## src/rtl/wdt_rst_mgr_pkg.sv

```systemverilog
// wdt_rst_mgr_pkg: shared definitions for the watchdog reset manager.
//   wdt_state_e        : reset sequencer state (2-bit encoding)
//   CAUSE_POR/WDT/SW   : bit positions within rst_cause
package wdt_rst_mgr_pkg;

  typedef enum logic [1:0] {
    ST_IDLE       = 2'd0,
    ST_ASSERT     = 2'd1,
    ST_REL_PERIPH = 2'd2
  } wdt_state_e;

  localparam int unsigned CAUSE_POR = 0;
  localparam int unsigned CAUSE_WDT = 1;
  localparam int unsigned CAUSE_SW  = 2;

endpackage

```

## src/rtl/wdt_rst_filt.sv

```systemverilog
// wdt_rst_filt: qualifies the watchdog reset pulse.
//   clk, rst_n  : clock, synchronous active-low reset
//   wdt_sys_rst : raw watchdog reset pulse, active-high
//   wdt_evt     : single-cycle strobe in the cycle the pulse has been high
//                 for FILT_CYC consecutive cycles; at most one per pulse
module wdt_rst_filt #(
  parameter int unsigned FILT_CYC = 2
) (
  input  logic clk,
  input  logic rst_n,
  input  logic wdt_sys_rst,
  output logic wdt_evt
);

  localparam logic [7:0] SAT  = 8'(FILT_CYC);
  localparam logic [7:0] LAST = 8'(FILT_CYC - 1);

  logic [7:0] cnt;

  // Counter saturates at FILT_CYC, so the strobe condition can only be met
  // once until the input drops and clears it.
  always_ff @(posedge clk) begin
    if (!rst_n)
      cnt <= '0;
    else if (!wdt_sys_rst)
      cnt <= '0;
    else if (cnt != SAT)
      cnt <= cnt + 8'd1;
  end

  assign wdt_evt = wdt_sys_rst && (cnt == LAST);

endmodule

```

## src/rtl/wdt_rst_mgr.sv

```systemverilog
// wdt_rst_mgr: merges POR, qualified watchdog and software reset requests,
// sequences periph/core reset release, records reset cause and forwards the
// watchdog interrupt to the CPU with an end-of-interrupt handshake.
//   clk, rst_n     : clock, synchronous active-low power-on reset
//   wdt_sys_rst    : watchdog reset pulse (filtered internally)
//   wdt_int        : watchdog interrupt level (rising edge raises irq)
//   sw_rst_req     : software reset request pulse (honoured only when idle)
//   cause_clr      : clears rst_cause (a simultaneous set wins)
//   irq_ack        : CPU acknowledge of irq
//   core_rst_n     : core reset, released REL_GAP cycles after periph
//   periph_rst_n   : peripheral reset
//   irq, wdt_eoi   : CPU interrupt level, end-of-interrupt pulse to watchdog
//   rst_cause      : sticky {sw, wdt, por}
//   busy           : reset sequence in progress
module wdt_rst_mgr
  import wdt_rst_mgr_pkg::*;
#(
  parameter int unsigned ASSERT_CYC = 16,
  parameter int unsigned REL_GAP    = 4,
  parameter int unsigned FILT_CYC   = 2,
  parameter int unsigned CNT_W      = 8
) (
  input  logic       clk,
  input  logic       rst_n,
  input  logic       wdt_sys_rst,
  input  logic       wdt_int,
  input  logic       sw_rst_req,
  input  logic       cause_clr,
  input  logic       irq_ack,
  output logic       core_rst_n,
  output logic       periph_rst_n,
  output logic       irq,
  output logic       wdt_eoi,
  output logic [2:0] rst_cause,
  output logic       busy
);

  localparam logic [CNT_W-1:0] ASSERT_LAST = CNT_W'(ASSERT_CYC - 1);
  localparam logic [CNT_W-1:0] REL_LAST    = CNT_W'(REL_GAP - 1);

  wdt_state_e       state, state_nxt;
  logic [CNT_W-1:0] cnt, cnt_nxt;
  logic [2:0]       cause_nxt;
  logic             wdt_evt, wdt_acc, sw_acc;
  logic             wdt_int_q, int_rise, idle_stay;

  wdt_rst_filt #(.FILT_CYC(FILT_CYC)) u_filt (
    .clk         (clk),
    .rst_n       (rst_n),
    .wdt_sys_rst (wdt_sys_rst),
    .wdt_evt     (wdt_evt)
  );

  always_comb begin
    state_nxt = state;
    cnt_nxt   = cnt + CNT_W'(1);
    wdt_acc   = 1'b0;
    sw_acc    = 1'b0;
    unique case (state)
      ST_IDLE: begin
        cnt_nxt = '0;
        if (wdt_evt || sw_rst_req) begin
          state_nxt = ST_ASSERT;
          wdt_acc   = wdt_evt;
          sw_acc    = sw_rst_req;
        end
      end
      ST_ASSERT: begin
        if (cnt == ASSERT_LAST) begin
          state_nxt = ST_REL_PERIPH;
          cnt_nxt   = '0;
        end
      end
      ST_REL_PERIPH: begin
        if (cnt == REL_LAST) begin
          state_nxt = ST_IDLE;
          cnt_nxt   = '0;
        end
      end
      default: begin
        state_nxt = ST_ASSERT;
        cnt_nxt   = '0;
      end
    endcase
    // A watchdog event mid-sequence restarts the assert phase.
    if (state != ST_IDLE && wdt_evt) begin
      state_nxt = ST_ASSERT;
      cnt_nxt   = '0;
      wdt_acc   = 1'b1;
    end
  end

  always_comb begin
    cause_nxt = cause_clr ? 3'b000 : rst_cause;
    if (wdt_acc) cause_nxt[CAUSE_WDT] = 1'b1;
    if (sw_acc)  cause_nxt[CAUSE_SW]  = 1'b1;
  end

  assign int_rise  = wdt_int && !wdt_int_q;
  // irq/eoi are only live while idle and not about to start a sequence.
  assign idle_stay = (state == ST_IDLE) && (state_nxt == ST_IDLE);

  // Outputs are registered from the next state so they change on the same
  // edge as the state transition.
  always_ff @(posedge clk) begin
    if (!rst_n) begin
      state        <= ST_ASSERT;
      cnt          <= '0;
      core_rst_n   <= 1'b0;
      periph_rst_n <= 1'b0;
      busy         <= 1'b1;
      irq          <= 1'b0;
      wdt_eoi      <= 1'b0;
      rst_cause    <= 3'b001;
      wdt_int_q    <= 1'b0;
    end else begin
      state        <= state_nxt;
      cnt          <= cnt_nxt;
      core_rst_n   <= (state_nxt == ST_IDLE);
      periph_rst_n <= (state_nxt != ST_ASSERT);
      busy         <= (state_nxt != ST_IDLE);
      rst_cause    <= cause_nxt;
      wdt_int_q    <= wdt_int;
      irq          <= idle_stay && (int_rise || (irq && !irq_ack));
      wdt_eoi      <= idle_stay && irq && irq_ack;
    end
  end

endmodule

```

## config.mk

```make
export PLATFORM = sky130hd
export DESIGN_NAME = wdt_rst_mgr
export DESIGN_NICKNAME = d
export VERILOG_FILES = /design/src/rtl/wdt_rst_mgr_pkg.sv /design/src/rtl/wdt_rst_filt.sv /design/src/rtl/wdt_rst_mgr.sv
export SDC_FILE = /design/constraint.sdc
export NUM_CORES = 1
export LEC_CHECK = 0
export BUFFER_PORTS_ARGS = -buffer_cell sky130_fd_sc_hd__buf_4
export CAP_MARGIN = 15
export CORE_MARGIN = 8
export CORE_UTILIZATION = 55
export DETAILED_ROUTE_END_ITERATION = 8
export PLACE_DENSITY = 0.81
export SLEW_MARGIN = 20
export SYNTH_ARGS = -nofsm -noshare
export SYNTH_HDL_FRONTEND = slang
export SYNTH_SLANG_ARGS = --single-unit
```

## constraint.sdc

```tcl
create_clock -name clk -period 1.8 [get_ports clk]
set_input_delay 0.54 -clock clk [delete_from_list [all_inputs] [get_ports clk]]
set_output_delay 0.54 -clock clk [all_outputs]
set_load 0.05 [all_outputs]
```

; Word-level counts from Yosys, hierarchy flattened
; Index checks and enable logic that the tools add are counted.
[classes]
addsub = 2
n_eq_ne = 7
n_mux = 16
bitwise = 1
n_reduce_logical = 20
[ops]
columns = cell, n
row1 = adder 8 x 1 -> 8 bit (second input constant), 2
row2 = two-way mux 8 bit, 2
row3 = case mux 8 bit (2 select lines), 1
row4 = equality test 8 x 1 -> 1 bit (second input constant), 1
row5 = equality test 8 x 2 -> 1 bit (second input constant), 1
row6 = equality test 8 x 4 -> 1 bit (second input constant), 1
row7 = logical AND 1 bit, 8
row8 = two-way mux 2 bit, 4
row9 = != test 8 x 2 -> 1 bit (second input constant), 1
row10 = nonzero test 2 bit, 4
row11 = two-way mux 1 bit, 7
row12 = case mux 2 bit (3 select lines), 1
row13 = logical NOT 2 bit, 2
row14 = two-way mux 3 bit, 1
row15 = equality test 2 x 1 -> 1 bit (second input constant), 1
row16 = equality test 2 bit (second input constant), 1
row17 = logical NOT 1 bit, 2
row18 = logical OR 1 bit, 2
row19 = != test 2 x 1 -> 1 bit (second input constant), 1
row20 = AND reduction 2 bit, 1
row21 = OR reduction 2 bit, 1
row22 = NOT 1 bit, 1
[totals]
reg_bits = 27
in_bits = 7
output_inout_bits = 8
wordCells = 58

; Depth between registers and ports, before layout
; Gate-level depths: netlist (run 1).
[logic_depth]
depth_word = 10
mapped_depth = 6
mapped_depth_nobuf = 6

; By module
; A second synthesis (run 1) with hierarchy kept.
[unflattened]
cells_unflattened = 138
area_unflattened_um2 = 1288.7
[by_module_without_submodules]
columns = module, n_inst, cells_per_inst, area_each_um2, seq_area_each_um2
row1 = wdt_rst_mgr, 1, 88, 862.1, 380.4
row2 = wdt_rst_filt, 1, 50, 426.7, 160.2

; Least setup slack after synthesis (run 1)
; Ideal clock, no wire load.
[synth_timing]
kind = register to register
startpoint = register cnt[4]
endpoint = register irq
setup_time_ps = 61
t_arrival_ps = 1537
t_required_ps = 1739
path_slack_ps = 201
stages_incl_launch_ff = 5
n_path_buf = 0
synth_period_minus_slack_ps = 1599
cell_sequence = dfxtp_1 -> nor4_4 -> a31oi_1 -> a2111o_1 -> and4b_1
[synth_between]
elab_chain_len = 7
word_cells_on_any_way = 9
cone_classes = 2 x eq/ne / 4 x mux / 3 x reduce/logical
[synth_rtl]
columns = element, line_no
row1 = start: declaration, wdt_rst_mgr.sv:42  ; logic [CNT_W-1:0] cnt, cnt_nxt;
row2 = start signal: assignment, wdt_rst_mgr.sv:118  ; cnt <= cnt_nxt;
row3 = equality test 8 x 2 -> 1 bit / equality test 8 x 4 -> 1 bit (equally long branches), "wdt_rst_mgr.sv:75, wdt_rst_mgr.sv:69"
row4 = "two-way mux 2 bit, on equally long branches", "wdt_rst_mgr.sv:75, wdt_rst_mgr.sv:69"
row5 = case mux 2 bit (3 select lines) *, wdt_rst_mgr.sv:59  ; unique case (state)
row6 = two-way mux 2 bit *, wdt_rst_mgr.sv:86  ; if (state != ST_IDLE && wdt_evt) begin
row7 = logical NOT 2 bit *, wdt_rst_mgr.sv:101  ; assign idle_stay = (state == ST_IDLE) && (state_nxt == ST_IDLE);
row8 = logical AND 1 bit *, wdt_rst_mgr.sv:101
row9 = logical AND 1 bit *, wdt_rst_mgr.sv:124  ; irq <= idle_stay && (int_rise || (irq && !irq_ack));
row10 = end signal: assignment, wdt_rst_mgr.sv:124
row11 = end: declaration, wdt_rst_mgr.sv:32  ; output logic irq,
; Mark *: on every way between the ends. The rest lies on a longest branch, timed or not.
; A chain may end at the register's enable or synchronous reset.

; Worst setup path in the final report (run 1)
; Same ends and word-level chain as after synthesis.

==> results.py, run 1 <==
metrics = {
    "status": {
        "run_status": "complete, no violations",
    },
    "worst_setup_path": {
        "timing.critical_path.from": "cnt[4]",
        "critPathSlowestCell": "sky130_fd_sc_hd__a2111o_1",
        "regToRegStartpoint": "cnt[4]",
        "worst_ep_arrival_time_ns": 1.92,
        "cp_max_fo": 6,
        "timing.critical_path.slowest_cell_delay_ns": 0.50,
        "crit_path_start_kind": "flip-flop",
        "worst_endpoint_required_time_ns": 2.07,
        "worstPathCellList": "nor4_4, a31oi_1, a2111o_1, and4b_1",
        "worst-setup-path-type": "reg -> reg",
        "worst_setup_path_end_kind": "flip-flop",
    },
    "run": {
        "maxCapViolCount": 0,
    },
    "power": {
        "pwr-share-comb": 0.091,
        "switching_share": 0.2355,
        "cellInternalPower_mw": 0.7381,
        "cellPowerDensity_nw_per_um2": 676.9,
        "netSwitchingPower_mw": 0.2274,
        "max-vdd-ir-drop_v": 0.0005262,
        "report.power.total_mw": 0.9655,
        "seq_power_share": 0.651,
        "share_clk_of_total_power": 0.258,
        "static-leakage-power_nw": 0.6198,
    },
    "logic_synthesis": {
        "synth_cell_types": 33,
        "synth-seq-area-share": 0.4417,
        "postSynth.topFlopCell": "sky130_fd_sc_hd__dfxtp_1",
        "yosys_register_bits": 27,
        "synth_cells": 128,
        "ys_top_cells_by_area": "sky130_fd_sc_hd__dfxtp_1 44%, sky130_fd_sc_hd__ha_1 8.2%, sky130_fd_sc_hd__xor2_1 6.4%",
        "post_synth_most_frequent_cells": "27 x sky130_fd_sc_hd__dfxtp_1, 13 x sky130_fd_sc_hd__nor2_1, 10 x sky130_fd_sc_hd__inv_1, 9 x sky130_fd_sc_hd__nand3_1, 9 x sky130_fd_sc_hd__xor2_1",
        "synth_area_leader_cell": "sky130_fd_sc_hd__dfxtp_1",
        "synthesis.nets": 143,
        "post_synth_instance_area_um2": 1224,
        "synth_edf_count": 0,
        "synth_top_area_frac": 0.4417,
        "synth_area_per_cell_um2": 9.560,
        "synthMostInstantiatedCell": "sky130_fd_sc_hd__dfxtp_1",
        "ys.warnings.count": 0,
        "async_flop_share": 0,
    },
    "finish": {
        "syn2layout_area_growth_pct": 16.56,
        "nNetsFinal": 166,
        "drive_above_1_share": 0.2200,
        "postLayoutCellArea_um2": 1426,
        "post_layout_nonfiller_instances": 178,
        "fin_util": 0.6639,
        "insertedDiodeCount": 0,
    },
    "placement": {
        "preCtsSetupSlack_ns": 0.1169,
        "placed_cells_incl_taps": 174,
        "port-buffer-count": 14,
        "dp_hpwl_um": 1743,
        "place.gp.congestion": 0.8384,
        "dpl_cell_area_um2": 1398,
    },
    "grt": {
        "grt.overflow.total": 0,
        "grt_pass1_vias": 963,
        "grt_start_max_net_pins": 16,
        "gr-usage-all-layers": 0.1195,
        "antenna_violations_before_repair": 0,
        "global_route_wire_length_before_repair_um": 4091,
    },
    "timing": {
        "unrepaired_setup_endpoints_after_global_routing": "yes",
        "slew_headroom": 0.7288,
        "timing.setup.tns_ns": 0,
        "timing.final.max_slew_violations": 0,
        "setup_ws_ns": 0.1466,
        "finalSetupViolCount": 0,
        "fin_skew_ns": 0.008360,
        "period_needed_ns": 1.653,
        "worst_slew_pin_slew_ns": 0.4031,
        "fmax_mhz": 604.8,
        "finalHoldWorstSlack_ns": 0.4384,
        "final_hold_violating_endpoints": 0,
        "finalCritPeriodShare": 0.9185,
    },
    "floorplanning": {
        "die_h_um": 63.17,
        "design.core.area_um2": 2148,
        "design.portCount": 15,
        "dieWidth_um": 63.17,
        "die_area_um2": 3990,
        "fp-row-count": 17,
        "initial_core_util": 0.5696,
    },
    "clocking": {
        "ctsHoldBuffers": 0,
        "cts.repair_timing.setup_buffer_count": 0,
        "cts_tree": "yes",
        "post_cts_resize_count": 0,
        "ctsLongestPathBuffers": 2,
        "cts_htree_levels": 1,
        "cts_buffers": 3,
        "clk_latency_ns": 0.32,
        "clk_transition_reported_paths_ns": 0.14,
        "cts-root-buf": "sky130_fd_sc_hd__clkbuf_4",
        "numClockSinks": 27,
    },
    "route": {
        "dr.pass1.iters": 4,
        "first_iter_violations": 40,
        "via_per_inst": 5.404,
        "detail-route-antenna-nets": 0,
        "route.detailed.drc": 0,
        "wl_um": 2183,
        "vias": 962,
        "post_drt_wl_per_cell_um": 12.26,
    },
    "hold_path": {
        "hold_path_startpoint": "cause_clr",
        "hp-class": "in -> reg",
    },
}
## worst max-delay path, delay by kind of cell (launching register included)
family	cells	cell delay [ns]
simple gates	2	0.55
compound gates	2	0.67
flops	1	0.38
## power by group through the flow
stage               Combinational [mW]  Sequential [mW]  Clock [mW]
floorplan                       0.0432            0.649           0
CTS                             0.0891            0.628       0.261
detailed placement              0.0887            0.641           0
global placement                0.0864            0.640           0
finish                          0.0882            0.628       0.249
global route                     0.101            0.631       0.287
## sequential cells by signal (all words and copies together), names as in the netlist
name,cells
cnt,8
wdt_int_q,1
periph_rst_n,1
state,2
wdt_eoi,1
busy,1
core_rst_n,1
irq,1
u_filt.cnt,8
rst_cause,3
## path summary, 6_finish.rpt
kind                       end  slack (ns)  cells past startpoint
setup / recovery           irq        0.15                      4
hold / removal    rst_cause[0]        0.44                      2
setup reg to reg           irq        0.15                      4
hold reg to reg   rst_cause[2]        0.49                      2
## placed cells by master, fill, tap and decap left out, types with 3 or more instances in the layout
cell	n
sky130_fd_sc_hd__clkbuf_4	3
sky130_fd_sc_hd__inv_1	10
sky130_fd_sc_hd__ha_1	8
sky130_fd_sc_hd__dfxtp_1	26
sky130_fd_sc_hd__a21oi_1	4
sky130_fd_sc_hd__nor3_1	6
sky130_fd_sc_hd__nand2b_1	3
sky130_fd_sc_hd__xnor2_1	4
sky130_fd_sc_hd__xor2_1	9
sky130_fd_sc_hd__and3_1	3
sky130_fd_sc_hd__nand2_1	4
sky130_fd_sc_hd__nor2_1	13
sky130_fd_sc_hd__buf_4	19
sky130_fd_sc_hd__nand3_1	9
## cells by family after synthesis
logic type	share of synthesized area
XOR/XNOR	0.09305
AND/OR/NAND/NOR	0.2566
buffers and inverters	0.03374
AO/OA/AOI/OAI	0.09305
adder cells (fa/ha/maj)	0.08180
flip-flops	0.4417
## final cells by class
class | instances | area (µm²)
Multi-Input combinational cell | 90 | 641.9
Fill cell | 162 | 721.9
Inverter | 10 | 37.54
Sequential cell | 27 | 541.8
Clock inverter | 1 | 5.005
Timing Repair Buffer | 19 | 142.6
Clock buffer | 3 | 22.52
Tap cell | 28 | 35.03
## routing by layer
layer,up-vias,global-route usage,routed length [µm]
met3,4,0.03710,79
met1,455,0.1333,971
met5,-,0,0
met4,0,0.02507,18
met2,9,0.2164,1114
li1,494,-,-
Power figures use the tool's default switching activity.
==> run 2: changes to the inputs <==
ABC_CLOCK_PERIOD_IN_PS = 1600   (was default)
clock period = 1.6 ns   (was 1.8 ns; I/O delays follow)
==> run 2 against run 1 <==
  * The run now ends with setup timing left
  * Critical path type unchanged
  * Sequential power is 13% higher
  * Hold slack worse by 0.090 ns
  * Sequential share of layout area shrank 3.5 points
  * Routed wire length increased by 30%
  * Global-route usage increased by 1.2 points
  * Core utilization rose by 7.4 points
  * Largest power group unchanged
  * Sequential cell count stayed put
  * Cell count up 7.3%
  * Combinational power rose by 35%
  * Via count rose by 10%
==> results.py, run 2 (synthesis gave the netlist of run 1 again) <==
metrics = {
    "status": {
        "run_status": "complete, but fails checks",
        "failed_checks": "setup timing",
    },
    "clocking": {
        "cts_tree": "yes",
        "cts_buffers": 3,
        "numClockSinks": 27,
        "ctsHoldBuffers": 0,
        "cts_htree_levels": 1,
        "cts-root-buf": "sky130_fd_sc_hd__clkbuf_4",
        "clk_transition_reported_paths_ns": 0.15,
        "ctsLongestPathBuffers": 2,
        "clk_latency_ns": 0.33,
    },
    "placement": {
        "dp_hpwl_um": 2049,
        "placed_cells_incl_taps": 184,
        "port-buffer-count": 14,
        "place.gp.congestion": 0.8137,
    },
    "finish": {
        "most-common-layout-cells": "32 x sky130_fd_sc_hd__buf_4, 22 x sky130_fd_sc_hd__dfxtp_1, 13 x sky130_fd_sc_hd__nor2_1",
        "nNetsFinal": 179,
        "drive_above_1_share": 0.3804,
        "syn2layout_area_growth_pct": 29.55,
        "post_layout_nonfiller_instances": 191,
        "most_common_cell_after_layout_fill_and_taps_aside": "sky130_fd_sc_hd__buf_4",
        "fin_util": 0.7379,
        "top_regs": "cnt: 8 flops, u_filt.cnt: 8 flops, rst_cause: 3 flops",
        "insertedDiodeCount": 0,
        "seq_area_um2": 546.8,
        "multi_input_area_um2": 698.2,
        "number_of_fill_cells_in_the_layout": 151,
    },
    "worst_setup_path": {
        "timing.critical_path.slowest_cell_delay_ns": 0.36,
        "worstPathCellList": "nor4_2, buf_4, and4_2, o32a_1, and4b_1",
        "critical_path.top_delay_family": "simple AND/OR/NAND/NOR gates",
        "worst_ep_arrival_time_ns": 1.92,
        "critPathSlowestCell": "sky130_fd_sc_hd__dfxtp_1",
        "crit_path_start_kind": "flip-flop",
        "worst-setup-path-type": "reg -> reg",
        "cp_max_fo": 6,
        "worst_setup_path_end_kind": "flip-flop",
        "crit_buf_inv": 1,
        "worst_endpoint_required_time_ns": 1.89,
    },
    "timing": {
        "period_needed_ns": 1.630,
        "slew_headroom": 0.8208,
        "unrepaired_setup_endpoints_after_global_routing": "yes",
        "worst_slew_pin_slew_ns": 0.2669,
        "finalSetupViolCount": 4,
        "timing.final.max_slew_violations": 0,
        "fmax_mhz": 613.5,
        "fin_skew_ns": 0.01496,
        "finalCritPeriodShare": 1.019,
        "final_hold_violating_endpoints": 0,
        "setup_ws_ns": -0.03012,
    },
    "floorplanning": {
        "die_h_um": 63.17,
        "dieWidth_um": 63.17,
        "initial_core_util": 0.5696,
        "die_area_um2": 3990,
        "design.core.area_um2": 2148,
        "fp-row-count": 17,
        "design.portCount": 15,
    },
    "grt": {
        "grt.overflow.total": 0,
        "grt_use_met3": 0.02827,
        "met1_track_demand_over_resource_in_global_routing": 0.1336,
        "gr-usage-all-layers": 0.1312,
        "use_met2": 0.2561,
        "antenna_violations_before_repair": 0,
        "grt_start_max_net_pins": 16,
        "globalRoute.busiestLayer": "met2",
        "grt_pass1_vias": 1065,
        "global_route_wire_length_before_repair_um": 4478,
    },
    "power": {
        "cellInternalPower_mw": 0.8423,
        "switching_share": 0.2508,
        "pwr-share-comb": 0.106,
        "cellPowerDensity_nw_per_um2": 709.2,
        "netSwitchingPower_mw": 0.2820,
        "max-vdd-ir-drop_v": 0.0005182,
        "static-leakage-power_nw": 0.7007,
        "share_clk_of_total_power": 0.264,
        "seq_power_share": 0.630,
    },
    "route": {
        "route.detailed.drc": 0,
        "detail-route-antenna-nets": 0,
        "dr.pass1.iters": 4,
        "vias": 1059,
        "wl_um": 2833,
        "post_drt_wl_per_cell_um": 14.83,
        "via_per_inst": 5.545,
        "first_iter_violations": 36,
    },
    "run": {
        "maxCapViolCount": 0,
    },
    "hold_path": {
        "hp-class": "in -> reg",
    },
}
[run 2: changes by cell type in the layout (fill, tap and decap cells not counted), sizes merged]
cell,delta
buf,+13
[run 2: metal layers]
| metal | wire, µm | vias up |
|---|---|---|
| met5 | 0 | - |
| met4 | 58 | 0 |
| met3 | 131 | 6 |
| met2 | 1539 | 29 |
| met1 | 1104 | 505 |
| li1 | - | 519 |
[run 2: through the flow]
stage / area [µm²] / worst slack, ns / TNS, ns / hold WS (ns) / power (mW)
5_1_grt: 1585 / -0.1258 / -0.5674 / 0.3599 / 1.172
3_3_place_gp: 1473 / 0.03414 / 0 / 0.4540 / 0.8230
6_report: 1585 / -0.03012 / -0.06127 / 0.3480 / 1.124
4_1_cts: 1525 / -0.003901 / -0.003901 / 0.3546 / 1.124
2_1_floorplan: 1224 / 0.001477 / 0 / 0.4490 / 0.7793
3_5_place_dp: 1473 / -0.06717 / -0.1684 / 0.4775 / 0.8292
[run 2: power by group through the flow]
stage | Clock, mW | Combinational (mW) | Sequential, mW
after CTS | 0.308 | 0.110 | 0.706
final | 0.296 | 0.119 | 0.708
after global placement | 0 | 0.105 | 0.718
after global routing | 0.328 | 0.133 | 0.711
after floorplan | 0 | 0.0486 | 0.731
after detailed placement | 0 | 0.109 | 0.720
[run 2: timing repair]
item	4_1_cts	5_1_grt
resized for setup	5	12
endpoints found under the setup margin	5	14
setup buffers	2	1
pin swaps	2	2
[run 2: area by class of cell]
cell class | instances | area share
Tap cell | 28 | 0.02210
Multi-Input combinational cell | 90 | 0.4404
Clock buffer | 3 | 0.01421
Sequential cell | 27 | 0.3449
Clock inverter | 1 | 0.003157
Timing Repair Buffer | 32 | 0.1515
Inverter | 10 | 0.02368
[run 2: path summary, 6_finish.rpt]
check	start	endpoint	slack [ns]	cells after the start
min reg2reg	cnt[0]	cnt[0]	0.46	1
min	cause_clr	rst_cause[0]	0.35	2
max	u_filt.cnt[2]	irq	-0.03	5
max reg2reg	u_filt.cnt[2]	irq	-0.03	5
[run 2: worst register-to-register path: stages, from the launching register on]
cell                      delay [ns]
sky130_fd_sc_hd__dfxtp_1        0.36
sky130_fd_sc_hd__nor4_2         0.29
sky130_fd_sc_hd__buf_4          0.17
sky130_fd_sc_hd__and4_2         0.24
sky130_fd_sc_hd__o32a_1         0.30
sky130_fd_sc_hd__and4b_1        0.23
